[src/rtl/multicycle_adder_pkg.sv]
// ============================================================================
// Module   : multicycle_adder_pkg
// Brief    : Shared types and helpers for the multi-cycle ripple adder.
// Revision : 1.0 - initial release
// ============================================================================
`default_nettype none

package multicycle_adder_pkg;

  typedef enum logic [1:0] {
    IDLE = 2'd0,
    RUN  = 2'd1,
    DONE = 2'd2
  } state_e;

  // Width of the slice index counter; never narrower than one bit.
  function automatic int unsigned idx_width(input int unsigned nslice);
    return (nslice > 1) ? $clog2(nslice) : 1;
  endfunction

endpackage

`default_nettype wire

[src/rtl/multicycle_adder_slice_adder.sv]
// ============================================================================
// Module   : slice_adder
// Brief    : Combinational SLICE-bit adder exposing the carry into its MSB.
// Revision : 1.0 - initial release
// ============================================================================
`default_nettype none

module slice_adder #(
  parameter int SLICE = 4
) (
  input  logic [SLICE-1:0] a,
  input  logic [SLICE-1:0] b,
  input  logic             cin,
  output logic [SLICE-1:0] s,
  output logic             cout,
  output logic             c_msb
);

  assign {cout, s} = {1'b0, a} + {1'b0, b} + {{SLICE{1'b0}}, cin};
  // The carry into the top bit is recovered from that bit's own sum equation.
  assign c_msb     = s[SLICE-1] ^ a[SLICE-1] ^ b[SLICE-1];

endmodule

`default_nettype wire

[src/rtl/multicycle_adder.sv]
// ============================================================================
// Module   : multicycle_adder
// Brief    : WIDTH-bit adder computed SLICE bits per clock, LSB slice first,
//            with valid/ready handshakes. Define MULTICYCLE_ADDER_SUB_EN to
//            add the Sub port (A - B).
// Revision : 1.0 - initial release
// ============================================================================
`default_nettype none

module multicycle_adder
  import multicycle_adder_pkg::*;
#(
  parameter int WIDTH = 16,
  parameter int SLICE = 4
) (
  input  logic             clk,
  input  logic             rst,
  input  logic             in_valid,
  output logic             in_ready,
  input  logic [WIDTH-1:0] A,
  input  logic [WIDTH-1:0] B,
  input  logic             Cin,
`ifdef MULTICYCLE_ADDER_SUB_EN
  input  logic             Sub,
`endif
  output logic             out_valid,
  input  logic             out_ready,
  output logic [WIDTH-1:0] Sum,
  output logic             Cout,
  output logic             Ovf
);

  localparam int NSLICE = WIDTH / SLICE;
  localparam int IDXW   = int'(idx_width(NSLICE));
  localparam logic [IDXW-1:0] IDX_LAST = IDXW'(NSLICE - 1);

  state_e            state_q, state_d;
  logic [WIDTH-1:0]  a_q, a_d;
  logic [WIDTH-1:0]  b_q, b_d;
  logic [WIDTH-1:0]  sum_q, sum_d;
  logic [IDXW-1:0]   idx_q, idx_d;
  logic              carry_q, carry_d;
  logic              cout_q, cout_d;
  logic              ovf_q, ovf_d;

  logic [SLICE-1:0]  w_a_slice;
  logic [SLICE-1:0]  w_b_slice;
  logic [SLICE-1:0]  w_s;
  logic              w_cout;
  logic              w_cmsb;

  assign w_a_slice = a_q[int'(idx_q)*SLICE +: SLICE];
  assign w_b_slice = b_q[int'(idx_q)*SLICE +: SLICE];

  slice_adder #(
    .SLICE (SLICE)
  ) u_slice_adder (
    .a     (w_a_slice),
    .b     (w_b_slice),
    .cin   (carry_q),
    .s     (w_s),
    .cout  (w_cout),
    .c_msb (w_cmsb)
  );

  always_ff @(posedge clk) begin
    if (rst) begin
      state_q <= IDLE;
      a_q     <= '0;
      b_q     <= '0;
      sum_q   <= '0;
      idx_q   <= '0;
      carry_q <= 1'b0;
      cout_q  <= 1'b0;
      ovf_q   <= 1'b0;
    end else begin
      state_q <= state_d;
      a_q     <= a_d;
      b_q     <= b_d;
      sum_q   <= sum_d;
      idx_q   <= idx_d;
      carry_q <= carry_d;
      cout_q  <= cout_d;
      ovf_q   <= ovf_d;
    end
  end

  always_comb begin
    state_d = state_q;
    a_d     = a_q;
    b_d     = b_q;
    sum_d   = sum_q;
    idx_d   = idx_q;
    carry_d = carry_q;
    cout_d  = cout_q;
    ovf_d   = ovf_q;
    unique case (state_q)
      IDLE: begin
        if (in_valid) begin
          a_d     = A;
          b_d     = B;
          carry_d = Cin;
          idx_d   = '0;
          state_d = RUN;
`ifdef MULTICYCLE_ADDER_SUB_EN
          // Two's-complement subtract: invert B and inject the +1 as carry-in.
          if (Sub) begin
            b_d     = ~B;
            carry_d = 1'b1;
          end
`endif
        end
      end
      RUN: begin
        sum_d[int'(idx_q)*SLICE +: SLICE] = w_s;
        carry_d = w_cout;
        if (idx_q == IDX_LAST) begin
          cout_d  = w_cout;
          ovf_d   = w_cmsb ^ w_cout;
          state_d = DONE;
        end else begin
          idx_d = idx_q + 1'b1;
        end
      end
      DONE: begin
        if (out_ready) begin
          state_d = IDLE;
        end
      end
      default: state_d = IDLE;
    endcase
  end

  // in_ready is held low while rst is asserted, even though the state is IDLE.
  assign in_ready  = (state_q == IDLE) && !rst;
  assign out_valid = (state_q == DONE);
  assign Sum       = sum_q;
  assign Cout      = cout_q;
  assign Ovf       = ovf_q;

endmodule

`default_nettype wire

[config.mk]
export PLATFORM = sky130hd
export DESIGN_NAME = multicycle_adder
export DESIGN_NICKNAME = d
export VERILOG_FILES = /design/src/rtl/multicycle_adder_pkg.sv /design/src/rtl/multicycle_adder_slice_adder.sv /design/src/rtl/multicycle_adder.sv
export SDC_FILE = /design/constraint.sdc
export NUM_CORES = 1
export LEC_CHECK = 0
export ABC_AREA = 1
export CORE_MARGIN = 8
export CORE_UTILIZATION = 50
export DETAILED_ROUTE_END_ITERATION = 10
export PLACE_DENSITY = 0.76
export SLEW_MARGIN = 20
export SYNTH_ARGS = -nofsm -noshare
export SYNTH_HDL_FRONTEND = slang
export SYNTH_SLANG_ARGS = --single-unit
[constraint.sdc]
create_clock -name clk -period 3.2 [get_ports clk]
set_clock_uncertainty 0.2 [all_clocks]
set_input_delay 0.32 -clock clk [delete_from_list [all_inputs] [get_ports clk]]
set_output_delay 0.32 -clock clk [all_outputs]
set_load 0.005 [all_outputs]
==> run summary <==
Initial Util: 51.18%
Crit-path max cell delay: 0.39 ns
Clock buffer depth: 2
Worst Path Arrival: 2.68 ns
Slew @ Worst Pin: 0.7208 ns
Max VDD drop: 233.0 uV
CP Capture Type: register
Cell family with most CP delay: adder cells
Pin count of the biggest net entering global routing: 38
Post-synthesis sequential area ratio: 42.39%
# resized after CTS: 0
Syn_nets: 407
Global route total overflow: 0
TritonRoute pass-1 iters: 4
Drc violations: 0
Post-DRT Antenna Nets: 0
Setup crit start kind: register
Static Leak: 1.343 nW
Max Freq: 380.8 MHz
CTS Hold Buffers Added: 0
Setup tns final: 0 ns
CP required: 3.25 ns
Worst-Skew Late Latency: 0.31 ns
Crit Path Class: register to register
Cells after Synth: 359
Gr usage total: 15.85%
IO Pins: 57
Share of the synthesized area in the top cell type: 42.39%
Post-CTS setup buffers: 0
Final worst path period need: 2.626 ns
Via/cell ratio: 5.042
Min-Delay Path Class: register to register
Routed wire length: 5.782 mm
Pwr dens: 447.4 nW/um^2
Initial antenna violation count: 0
#FFs+latches synth: 55
1st-iter DRT viols: 94
Die Y: 88.08 um
Biggest area consumer among synthesized cells: dfxtp_1
CP max stage cell: fa_1
Num CTS Buffers: 5
RePlAce Congestion: 0.8972
WL/cell: 12.02 um
Setup ws final: 0.5738 ns
Syn Area/Cell: 7.235 um^2
# diodes: 0
Max Cap Viol: 0
Fraction of layout cells with a size suffix above 1: 6.083%
Clock sink count: 55
RSZ-0062 raised after global routing: false
Number of global-route vias before repair: 2267
Die outline width: 88.08 um
Root buffer cell: clkbuf_8
Buffers & Inverters on Critical Path: 2
CP cell instances: inv_1 > o21ai_0 > o22ai_1 > fa_1 > inv_1 > fa_1 > xnor2_1 > nand2_1 > nor2_1 > nand2_1 > a21oi_1
Synth cell types: 30
Hpwl dp: 4.510 mm
Worst-path clk slew: 0.09 ns
Synth warn: 0
Tcrit/Tclk final: 82.07%
Core ar.: 5075 um^2
Final hold violations: 0
Cell row count: 26
Fillers: 475
Maximum fanout along the worst path: 16
Endpoints failing setup: 0
Total Die Area: 7757 um^2
Pre-CTS WS: 0.6044 ns
H-tree levels: 2
First-pass GRT wire length: 9.936 mm
Max-slew violations: 0
Multi-input logic area: 1326 um^2
Outcome: finished clean
Synth area leaders: dfxtp_1, nor2_1, nand2_1
Sequential Area: 1101 um^2
Syn-to-layout area delta: 26.45%
Layout Nets: 458
Vias: 2425
Port-buffer cells: 56
Rel. slew slack: 51.90%
TritonCTS clock tree: yes
Post-Syn Area: 2597 um^2
## worst min-delay path, delay by kind of cell, from the launching register on
family	cells	cell delay [ns]
DFF	1	0.32
AOI/OAI and AO/OA	1	0.05
and+or+nand+nor	1	0.06
## metrics by stage
stage                     power (mW)  cells  utilization [%]  hold slack, ns  cell area (um^2)
after CTS                      1.477    481            64.72          0.2695              3284
after floorplan                1.002    359                -          0.1985              2597
after global routing           1.562    481            64.72          0.2948              3284
final                          1.470    481            64.72          0.2669              3284
after global placement         1.105    473            63.04          0.2531              3199
after detailed placement       1.113    473            63.04          0.2560              3199
## cell usage after synthesis
cell	number
a211oi_1	1
a21oi_1	23
a21oi_2	1
a22oi_1	3
a31oi_1	1
a32oi_1	3
and3_1	1
buf_2	7
buf_4	1
buf_6	1
clkbuf_1	8
dfxtp_1	55
fa_1	2
ha_1	9
inv_1	21
inv_2	2
nand2_1	65
nand2_2	5
nand3_1	18
nand3_2	1
nor2_1	77
nor2_2	1
nor2_8	1
nor3_1	2
nor3_2	1
nor4_4	1
o21ai_0	42
o21ai_1	1
o22ai_1	4
xnor2_1	1
## logic make-up after synthesis
family	count (synthesis)	synth area share, %
AND/OR/NAND/NOR	173	28.42
AO/OA/AOI/OAI	79	16.43
flip-flops	55	42.39
buffers and inverters	40	6.551
adder cells (fa/ha/maj)	11	5.877
XOR/XNOR	1	0.3372
## sequential cells by signal, summed over array words and instances (netlist names)
| name | count |
|---|---|
| Sum | 16 |
| Ovf | 1 |
| a_q | 16 |
| Cout | 1 |
| b_q | 16 |
| state_q | 2 |
| idx_q | 2 |
| carry_q | 1 |
## report_power, final
group | switching, mW | internal [mW]
clock network | 0.220 | 0.153
registers | 0.0236 | 0.727
logic | 0.198 | 0.147
## cells in the final DEF (no fill, tap or decap)
cell type        netlist  final
nor4_4                 1      1
xnor2_1                1      1
nor2_1                77     77
nor3_2                 1      1
a31oi_1                1      1
a21oi_1               23     23
clkdlybuf4s50_1        0     56
buf_4                  1      5
nand2_2                5      5
inv_1                 21     21
ha_1                   9      9
nor2_2                 1      1
a21oi_2                1      1
dfxtp_1               55     55
clkinvlp_4             0      1
nor2_8                 1      1
a32oi_1                3      3
nand3_1               18     18
a22oi_1                3      3
nand2_1               65     65
inv_2                  2      2
clkbuf_1               8      1
nor3_1                 2      2
fa_1                   2      2
clkbuf_8               0      5
o22ai_1                4      4
nand3_2                1      1
o21ai_1                1      1
and3_1                 1      1
o21ai_0               42     42
a211oi_1               1      1
clkinv_2               0      1
## per-layer routing
| layer | wire length [um] | vias up | part of all wire (%) | track usage, % |
|---|---|---|---|---|
| li1 | - | 1273 | - | - |
| met1 | 2610 | 1082 | 45 | 18.38 |
| met2 | 2800 | 64 | 48 | 27.84 |
| met3 | 311 | 6 | 5.4 | 4.409 |
| met4 | 59 | 0 | 1.0 | 4.147 |
| met5 | 0 | - | 0 | 0 |
## layout make-up
type / count / share of cell area [%]
timing repair buffer: 61 / 18.21
clock inverter: 2 / 0.3810
inverter: 23 / 2.629
tap: 70 / 2.667
sequential: 55 / 33.52
multi-input combinational: 264 / 40.38
clock buffer: 6 / 2.210
## worst paths after layout
kind	slack, ns	depth (start not counted)	to	startpoint
worst min-delay path	0.27	2	Sum[1]$_SDFFE_PP0P_	Sum[1]$_SDFFE_PP0P_
worst max-delay path	0.57	11	Sum[14]$_SDFFE_PP0P_	idx_q[1]$_SDFFE_PP0P_
worst max register to register	0.57	11	Sum[14]$_SDFFE_PP0P_	idx_q[1]$_SDFFE_PP0P_
worst min register to register	0.27	2	Sum[1]$_SDFFE_PP0P_	Sum[1]$_SDFFE_PP0P_
Power figures use the tool's default switching activity.
